## src/rtl/l1dcache_pkg.sv

```systemverilog
// Shared types for the L1 data cache and its request-port arbiter.
package l1dcache_pkg;
  localparam int ADDR_W      = 30;
  localparam int OFFSET_BITS = 2;

  typedef logic [ADDR_W-1:0]             addr_t;
  typedef logic [3:0]                    mask_t;
  typedef logic [31:0]                   word_t;
  typedef logic [ADDR_W-OFFSET_BITS-1:0] line_t;

  typedef enum logic [0:0] {
    ISSUE     = 1'b0,
    ST_COMMIT = 1'b1
  } arb_state_e;

  function automatic line_t line_of(input addr_t a);
    return a[ADDR_W-1:OFFSET_BITS];
  endfunction

  // Counter width able to hold 0..max_val; never zero.
  function automatic int cnt_w(input int max_val);
    return (max_val < 1) ? 1 : $clog2(max_val + 1);
  endfunction
endpackage

```

## src/rtl/l1dcache_core_if.sv

```systemverilog
// Single request/response port of the L1 data cache array.
interface l1dcache_core_if;
  import l1dcache_pkg::*;

  logic  en;
  logic  enW;
  addr_t addr;
  mask_t mask;
  word_t reqData;
  logic  nAck;
  word_t respData;

  modport Client (output en, enW, addr, mask, reqData, input nAck, respData);
  modport Server (input en, enW, addr, mask, reqData, output nAck, respData);
endinterface

```

## src/rtl/l1dcache_sat_counter.sv

```systemverilog
// Saturating counter: clear > load > increment (stops at MAX) > decrement (stops at 0).
module l1dcache_sat_counter
  import l1dcache_pkg::*;
#(
  parameter int MAX = 4,
  localparam int W  = cnt_w(MAX)
) (
  input  logic         clk,
  input  logic         rst,
  input  logic         clr_i,
  input  logic         load_i,
  input  logic [W-1:0] load_val_i,
  input  logic         inc_i,
  input  logic         dec_i,
  output logic [W-1:0] cnt_o
);
  logic [W-1:0] cnt_q, cnt_d;

  always_comb begin
    cnt_d = cnt_q;
    if (clr_i) begin
      cnt_d = '0;
    end else if (load_i) begin
      cnt_d = load_val_i;
    end else if (inc_i) begin
      if (cnt_q < W'(MAX)) cnt_d = cnt_q + 1'b1;
    end else if (dec_i) begin
      if (cnt_q != '0) cnt_d = cnt_q - 1'b1;
    end
  end

  always_ff @(posedge clk) begin
    if (rst) cnt_q <= '0;
    else     cnt_q <= cnt_d;
  end

  assign cnt_o = cnt_q;
endmodule

```

## src/rtl/l1dcache_port_arbiter.sv

```systemverilog
// Shares the L1D request port between the load pipe and the store-queue drain,
// inserting the idle commit cycle every store write needs.
module l1dcache_port_arbiter
  import l1dcache_pkg::*;
#(
  parameter int ID_BITS     = 4,
  parameter int STARVE_MAX  = 4,
  parameter int RETRY_DELAY = 3
) (
  input  logic               clk,
  input  logic               rst,
  input  logic               ld_valid,
  output logic               ld_ready,
  input  addr_t              ld_addr,
  input  logic [ID_BITS-1:0] ld_id,
  output logic               ld_resp_valid,
  output logic               ld_resp_hit,
  output word_t              ld_resp_data,
  output logic [ID_BITS-1:0] ld_resp_id,
  input  logic               st_valid,
  output logic               st_ready,
  input  addr_t              st_addr,
  input  mask_t              st_mask,
  input  word_t              st_data,
  output logic               st_done,
  output logic               st_miss,
  l1dcache_core_if.Client    cache
);
  localparam int SW = cnt_w(STARVE_MAX);
  localparam int BW = cnt_w(RETRY_DELAY);

  arb_state_e         state_q, state_d;
  logic               live_q;
  logic               ld_pend_q;
  logic [ID_BITS-1:0] ld_id_q;
  logic [SW-1:0]      starve_cnt;
  logic [BW-1:0]      backoff;
  logic               st_gnt, ld_gnt;
  logic               starved, bo_idle, commit;

  assign bo_idle = (backoff == '0);
  assign starved = (starve_cnt == SW'(STARVE_MAX));
  assign commit  = (state_q == ST_COMMIT) && !rst;

  // live_q holds off grants for the first cycle after reset.
  always_comb begin
    state_d = state_q;
    st_gnt  = 1'b0;
    ld_gnt  = 1'b0;
    case (state_q)
      ISSUE: begin
        if (live_q && !rst) begin
          if (st_valid && bo_idle && (starved || !ld_valid)) st_gnt = 1'b1;
          else if (ld_valid)                                 ld_gnt = 1'b1;
        end
        if (st_gnt) state_d = ST_COMMIT;
      end
      ST_COMMIT: state_d = ISSUE;
      default:   state_d = ISSUE;
    endcase
  end

  always_ff @(posedge clk) begin
    if (rst) begin
      state_q   <= ISSUE;
      live_q    <= 1'b0;
      ld_pend_q <= 1'b0;
    end else begin
      state_q   <= state_d;
      live_q    <= 1'b1;
      ld_pend_q <= ld_gnt;
    end
  end

  always_ff @(posedge clk) begin
    if (ld_gnt) ld_id_q <= ld_id;
  end

  l1dcache_sat_counter #(.MAX(STARVE_MAX)) u_starve (
    .clk        (clk),
    .rst        (rst),
    .clr_i      (!st_valid || st_gnt),
    .load_i     (1'b0),
    .load_val_i ('0),
    .inc_i      (ld_gnt && st_valid && bo_idle),
    .dec_i      (1'b0),
    .cnt_o      (starve_cnt)
  );

  l1dcache_sat_counter #(.MAX(RETRY_DELAY)) u_backoff (
    .clk        (clk),
    .rst        (rst),
    .clr_i      (1'b0),
    .load_i     (commit && cache.nAck),
    .load_val_i (BW'(RETRY_DELAY)),
    .inc_i      (1'b0),
    .dec_i      (1'b1),
    .cnt_o      (backoff)
  );

  assign ld_ready      = ld_gnt;
  assign st_ready      = st_gnt;
  assign cache.en      = ld_gnt || st_gnt;
  assign cache.enW     = st_gnt;
  assign cache.addr    = st_gnt ? st_addr : ld_addr;
  assign cache.mask    = st_gnt ? st_mask : '0;
  assign cache.reqData = st_gnt ? st_data : '0;

  // Responses belong to the request issued last cycle; reset drops them.
  assign ld_resp_valid = ld_pend_q && !rst;
  assign ld_resp_hit   = ld_resp_valid && !cache.nAck;
  assign ld_resp_data  = ld_resp_hit ? cache.respData : '0;
  assign ld_resp_id    = ld_resp_valid ? ld_id_q : '0;
  assign st_done       = commit && !cache.nAck;
  assign st_miss       = commit && cache.nAck;
endmodule
```

## src/flat_wrapper.sv

```systemverilog
// flat-port wrapper written by rule: the top's interface ports become plain ports
module l1dcache_port_arbiter_flat import l1dcache_pkg::*;
#(
  parameter int ID_BITS     = 4,
  parameter int STARVE_MAX  = 4,
  parameter int RETRY_DELAY = 3
)
  (clk, rst, ld_valid, ld_ready, ld_addr, ld_id, ld_resp_valid, ld_resp_hit, ld_resp_data, ld_resp_id, st_valid, st_ready, st_addr, st_mask, st_data, st_done, st_miss, cache_en, cache_enW, cache_addr, cache_mask, cache_reqData, cache_nAck, cache_respData);
  l1dcache_core_if cache_i ();
  input  logic clk;
  input  logic rst;
  input  logic ld_valid;
  output logic ld_ready;
  input  addr_t ld_addr;
  input  logic [ID_BITS-1:0] ld_id;
  output logic ld_resp_valid;
  output logic ld_resp_hit;
  output word_t ld_resp_data;
  output logic [ID_BITS-1:0] ld_resp_id;
  input  logic st_valid;
  output logic st_ready;
  input  addr_t st_addr;
  input  mask_t st_mask;
  input  word_t st_data;
  output logic st_done;
  output logic st_miss;
  output wire logic [$bits(cache_i.en)-1:0] cache_en;
  output wire logic [$bits(cache_i.enW)-1:0] cache_enW;
  output wire logic [$bits(cache_i.addr)-1:0] cache_addr;
  output wire logic [$bits(cache_i.mask)-1:0] cache_mask;
  output wire logic [$bits(cache_i.reqData)-1:0] cache_reqData;
  input wire logic [$bits(cache_i.nAck)-1:0] cache_nAck;
  input wire logic [$bits(cache_i.respData)-1:0] cache_respData;
  assign cache_en = cache_i.en;
  assign cache_enW = cache_i.enW;
  assign cache_addr = cache_i.addr;
  assign cache_mask = cache_i.mask;
  assign cache_reqData = cache_i.reqData;
  assign cache_i.nAck = cache_nAck;
  assign cache_i.respData = cache_respData;
  l1dcache_port_arbiter #(.ID_BITS(ID_BITS), .STARVE_MAX(STARVE_MAX), .RETRY_DELAY(RETRY_DELAY)) u_core (.clk(clk), .rst(rst), .ld_valid(ld_valid), .ld_ready(ld_ready), .ld_addr(ld_addr), .ld_id(ld_id), .ld_resp_valid(ld_resp_valid), .ld_resp_hit(ld_resp_hit), .ld_resp_data(ld_resp_data), .ld_resp_id(ld_resp_id), .st_valid(st_valid), .st_ready(st_ready), .st_addr(st_addr), .st_mask(st_mask), .st_data(st_data), .st_done(st_done), .st_miss(st_miss), .cache(cache_i));
endmodule
```

## config.mk

```make
export PLATFORM = sky130hd
export DESIGN_NAME = l1dcache_port_arbiter_flat
export DESIGN_NICKNAME = d
export VERILOG_FILES = /design/src/rtl/l1dcache_pkg.sv /design/src/rtl/l1dcache_core_if.sv /design/src/rtl/l1dcache_sat_counter.sv /design/src/rtl/l1dcache_port_arbiter.sv /design/src/flat_wrapper.sv
export SDC_FILE = /design/constraint.sdc
export NUM_CORES = 1
export LEC_CHECK = 0
export BUFFER_PORTS_ARGS = -buffer_cell sky130_fd_sc_hd__buf_4
export CAP_MARGIN = 20
export CORE_AREA = 2 2 94 96
export DETAILED_ROUTE_END_ITERATION = 7
export DIE_AREA = 0 0 96 98
export MAX_ROUTING_LAYER = met4
export PLACE_DENSITY = 0.63
export SETUP_SLACK_MARGIN = 0.5
export SLEW_MARGIN = 30
export SYNTH_ARGS = -nofsm -noshare
export SYNTH_HDL_FRONTEND = slang
export SYNTH_SLANG_ARGS = --single-unit
```

## constraint.sdc

```tcl
create_clock -name clk -period 2.3 [get_ports clk]
set_input_delay 0.115 -clock clk [delete_from_list [all_inputs] [get_ports clk]]
set_output_delay 0.115 -clock clk [all_outputs]
set_load 0.05 [all_outputs]
```

After elaboration in Yosys (flattened, before gate mapping)
Index checks and enable logic that the tools add are counted.
{"block": "word_totals", "output_inout_bits": 110, "regBits": 12, "elab_cells": 51}
{"block": "op_classes", "n_lt_le_gt_ge": 1, "eq_ne": 1, "add_sub_neg": 2, "muxes": 18, "reduce_logical": 22, "n_bitwise": 1}
{"cell": "32-bit 2-to-1 mux", "n": 2}
{"cell": "30-bit 2-to-1 mux", "n": 1}
{"cell": "1-bit logical AND", "n": 10}
{"cell": "1-bit 2-to-1 mux", "n": 10}
{"cell": "4-bit 2-to-1 mux", "n": 2}
{"cell": "1-bit zero test", "n": 4}
{"cell": "2-bit 2-to-1 mux", "n": 2}
{"cell": "2-bit nonzero test", "n": 2}
{"cell": "3-bit by 1-bit adder with 3-bit output, second input constant", "n": 1}
{"cell": "3-bit equality test, second input constant", "n": 1}
{"cell": "1-bit logical OR", "n": 3}
{"cell": "3-bit < comparator, second input constant", "n": 1}
{"cell": "2-bit zero test", "n": 1}
{"cell": "1-bit one-hot mux with 2 select lines", "n": 1}
{"cell": "2-bit AND reduction", "n": 1}
{"cell": "2-bit OR reduction", "n": 1}
{"cell": "2-bit by 1-bit subtractor with 2-bit output, second input constant", "n": 1}
{"cell": "1-bit inverter", "n": 1}

Longest topological paths before layout
{"block": "depth", "ltp_word": 9, "ltp_mapped": 7, "depth_no_buf": 5}

Cells and area by module
Synthesis repeated with hierarchy kept, for this count alone.
{"block": "hier_totals", "hier_cells": 183, "hier_area_um2": 1535.2}
{"mod": "l1dcache_port_arbiter", "area_per_inst_um2": 1203.7, "cells_each": 141, "instances": 1, "seq_area_each_um2": 180.2}
{"mod": "l1dcache_sat_counter at u_core.u_starve", "area_per_inst_um2": 211.5, "cells_each": 27, "instances": 1, "seq_area_each_um2": 60.1}
{"mod": "l1dcache_sat_counter at u_core.u_backoff", "area_per_inst_um2": 120.1, "cells_each": 15, "instances": 1, "seq_area_each_um2": 40.0}

Worst setup path after synthesis
Ideal clock, no wire load.
{"block": "synth_timing", "path_kind": "reg-to-output", "start": "register u_core.ld_pend_q", "end": "output ld_resp_data[22]", "path_stages_with_launch": 5, "arrival_time_ns": 2.259, "required_ns": 2.185, "setup_slack_ns": -0.074, "cell_sequence": "dfxtp_1 -> nor2b_1 -> nor2b_1 -> buf_2 -> and2_1"}
{"block": "synth_via", "elab_chain_cells": 3}
{"element": "start, declared", "line": "l1dcache_port_arbiter.sv:34", "rtl": "logic ld_pend_q;"}
{"element": "start signal, assigned", "line": "l1dcache_port_arbiter.sv:71", "rtl": "ld_pend_q <= ld_gnt;"}
{"element": "1-bit logical AND", "line": "l1dcache_port_arbiter.sv:110", "rtl": "assign ld_resp_valid = ld_pend_q && !rst;"}
{"element": "via ld_resp_valid", "line": "flat_wrapper.sv:16", "rtl": "output logic ld_resp_valid;"}
{"element": "1-bit logical AND", "line": "l1dcache_port_arbiter.sv:111", "rtl": "assign ld_resp_hit = ld_resp_valid && !cache.nAck;"}
{"element": "via ld_resp_hit", "line": "flat_wrapper.sv:17", "rtl": "output logic ld_resp_hit;"}
{"element": "32-bit 2-to-1 mux", "line": "l1dcache_port_arbiter.sv:112", "rtl": "assign ld_resp_data = ld_resp_hit ? cache.respData : '0;"}
{"element": "end, declared", "line": "flat_wrapper.sv:18", "rtl": "output word_t ld_resp_data;"}
The timed path passes the listed nets, and every way through them passes these cells.

Worst setup path after layout
{"block": "layout_timing", "start": "register u_core.u_starve.cnt_q[1] (netlist: u_core.u_starve.cnt_o[1])", "end": "output cache_addr[19]"}
{"block": "layout_via", "elab_chain_cells": 8}
{"element": "start, declared", "line": "l1dcache_sat_counter.sv:17", "rtl": "logic [W-1:0] cnt_q, cnt_d;"}
{"element": "start signal, assigned", "line": "l1dcache_sat_counter.sv:34", "rtl": "else cnt_q <= cnt_d;"}
{"element": "3-bit equality test", "line": "l1dcache_port_arbiter.sv:42", "rtl": "assign starved = (starve_cnt == SW'(STARVE_MAX));"}
{"element": "1-bit logical OR", "line": "l1dcache_port_arbiter.sv:53", "rtl": "if (st_valid && bo_idle && (starved || !ld_valid)) st_gnt = 1'b1;"}
{"element": "1-bit logical AND", "line": "l1dcache_port_arbiter.sv:53"}
{"element": "1-bit 2-to-1 mux", "line": "l1dcache_port_arbiter.sv:53"}
{"element": "1-bit 2-to-1 mux", "line": "l1dcache_port_arbiter.sv:52", "rtl": "if (live_q && !rst) begin"}
{"element": "1-bit 2-to-1 mux (2 in series)", "line": "l1dcache_port_arbiter.sv:50", "rtl": "case (state_q)"}
{"element": "30-bit 2-to-1 mux", "line": "l1dcache_port_arbiter.sv:105", "rtl": "assign cache.addr = st_gnt ? st_addr : ld_addr;"}
{"element": "end, declared", "line": "flat_wrapper.sv:29", "rtl": "output wire logic [$bits(cache_i.addr)-1:0] cache_addr;"}
No other way between the ends. The select of a mux whose other input is x is not followed.

==> metrics <==
max_cap viols=0; Clock Path Buffers=2; dpl hpwl=around 6.3 mm; clk_skew=about 0.0011 ns; Die ar.=9408 sq um; syn avg cell area=around 8.5 sq um; Critical Path Source=u_core.u_starve.cnt_o[1]$_SDFFE_PP0P_; DR vias=2267; Setup violations, final=0; # DRC=0; initial core utilization=roughly 16%; critical path class=flop to primary output; multi-input logic area=about 1300 sq um; die width=~96 microns; Global Route Usage Sum=16.85%; largest cells by area after synthesis=and2_1 32%, mux2_2 24%, dfxtp_1 12%, edfxtp_1 8.6%, ha_1 2.7%; FILL cells=between 700 and 800; Worst EP arrival=1.98 ns; vias per inst=4.190; total negative slack=0 ns; CTS Buf Count=3; H-tree depth=1; Critical Path RT=2.18 ns; post-synth cell types=26; clock edge transition at the registers on the reported setup and hold paths=roughly 0.05 ns; leak pwr=0.002227 uW; met2 WL=just over 5 mm; Seq/Total Area, Yosys=20.16%; type of origin of the critical path=flop; drt total wl=around 8.8 mm; CP most frequent cell=buf_12; Root Buffer Master=clkbuf_8; Post-synth top cells=72 x and2_1, 30 x mux2_2, 8 x dfxtp_1, 8 x inv_1, 5 x a21oi_1; clock sink count=12; Post-Syn Area=between 1000 and 1500 sq um; Post-Syn Instances=approximately 160; Tcrit/Tclk final=roughly 91%; top sig layer=met4; area grow syn2layout=216.7%; Final Cell Area=approximately 4400 sq um; total congestion overflow=0; Setup crit end kind=primary output; outcome=complete, no violations; final hold vios=0; Pwr Density=between 300 and 400 nW/um^2; top-count cell post-synth=and2_1; Post-synth EDFFs=4; setup slack after layout=approximately 0.21 ns; Post-synth ARST share=0%; Clock Latency Late Sink=approximately 0.24 ns; Achievable Freq=between 400 and 500 MHz; fin cells=541; RSZ-0062 raised after global routing=yes; syn nets=~300; starting DRC count in detailed routing=56; share of layout cells above drive strength 1=85.31%; dpl ws=0.1776 ns; gpl congestion=~0.77; met1 wire length=2.556 mm; Worst-Margin Slew=0.6964 ns; HP Class=input port to flop; FF+latch count, synth=12; CP peak stage delay=about 0.33 ns; DIE HEIGHT=between 90 and 100 microns; area post-placement=~3500 sq um; vias in the first global route=2312; Final Max Slew Viols=0; initial antenna violation count=2; Port Buffers=~250; Post-Route Utilization=52.00%; top_reg_cell synth=dfxtp_1; Critical-path top delay cell=dfxtp_2; row cnt=34; met3 WL=873 microns; fin crit period=about 2.1 ns; Sequential Area=approximately 290 sq um; CTS tree=built; placed insts=between 500 and 600; global-route wire length before repair=about 12 mm; Reg2Reg Launch Point=u_core.state_q$_SDFF_PP0_; Slew Limit Headroom=between 50% and 60%; DRT Pass-1 Iters=4; Syn. warnings=0; nets@finish=570; Max VDD drop=roughly 0.25 mV; dominant cell type by area after synthesis=and2_1; Synth top area share=32.40%; HP Start=ld_id[1]; crit path cell chain=inv_2, ha_4, a21boi_4, nor4_4, buf_6, buf_12, buf_12, mux2_4, buf_8; core area=roughly 8500 sq um; ANT nets after route=0; Crit Path Max Fanout=7; largest net degree at the start of global routing=34; Wirelength per Cell=around 16 microns; IO Pins=~250
## state kept, by name (all words and copies together), names as in the netlist
signal	count
u_core.state_q	1
u_core.u_starve.cnt_o	3
u_core.u_backoff.cnt_o	2
u_core.ld_id_q	4
u_core.live_q	1
u_core.ld_pend_q	1
## critical path, delay by kind of cell, from the launching register on
family / cells / cell delay (ns)
muxes: 1 / 0.32
and+or+nand+nor: 1 / 0.24
adders and majority gates: 1 / 0.14
AOI/OAI and AO/OA: 1 / 0.06
DFF: 1 / 0.33
buffers and inverters: 5 / 0.64
## metal layers
metal / up-vias / track usage (%)
li1: 1075 / -
met1: 1018 / 15.50
met2: 160 / 33.17
met3: 14 / 3.549
met4: 0 / 5.385
met5: - / -
## final cells by class
cell class                 count  area share (%)
timing repair buffer         272           59.38
multi-input combinational    133           29.14
clock inverter                 1         0.08528
sequential                    12           6.481
clock buffer                   3          0.9380
tap                          108           3.070
inverter                       8          0.6822
antenna                        4          0.2274
## cells by family (layout without fill, tap and decap cells)
kind of cell	after synthesis	after routing	synth area share, %
other	0	4	0
XOR/XNOR	1	1	0.6302
AO/OA/AOI/OAI	10	10	4.410
AND/OR/NAND/NOR	89	89	41.22
flip-flops	12	12	20.16
buffers and inverters	19	284	6.571
adder cells (fa/ha/maj)	3	3	2.701
multiplexers	30	30	24.30
## report_power, final
part	leakage, uW	switching (uW)	internal (uW)
logic	0.00210	534	547
registers	0.000104	13.4	244
clock network	0.0000232	83.5	118
## stage by stage
stage | hold slack [ns] | power, uW
after CTS | 0.04130 | 1480
final | 0.04376 | 1540
after detailed placement | 0.2943 | 1090
after global placement | 0.2942 | 1077
after floorplan | 0.1841 | 762.0
after global routing | 0.04084 | 1615
## placed cells by master, fill, tap and decap left out, drive strengths merged
cell type,instances
clkbuf,4
buf,271
or4b,1
nor2b,2
a21oi,5
or4,2
o21ai,1
mux2,30
inv,8
nand4bb,1
diode,4
clkinv,1
o31ai,2
and2,72
xor2,1
nor4,2
a21boi,1
nor3b,1
o311ai,1
dfxtp,8
nand2,1
nor2,4
nand3,1
nand2b,2
ha,3
edfxtp,4
## worst paths after layout
path         cells past startpoint  slack [ns]                                    end
min reg2reg                      2        0.50  u_core.u_starve.cnt_o[1]$_SDFFE_PP0P_
max                              9        0.21                         cache_addr[19]
min                              1        0.04            u_core.ld_id_q[1]$_DFFE_PP_
max reg2reg                      3        0.64  u_core.u_starve.cnt_o[1]$_SDFFE_PP0P_
## repair_timing
item                                    4_1_cts  5_1_grt
endpoints found under the setup margin       70       71
cloned                                        5        1
pin swaps                                     5       23
setup buffers                                 9        8
resized for setup                            80       85
hold buffers                                  0        0
No activity file was read; power rests on OpenSTA's default activity.
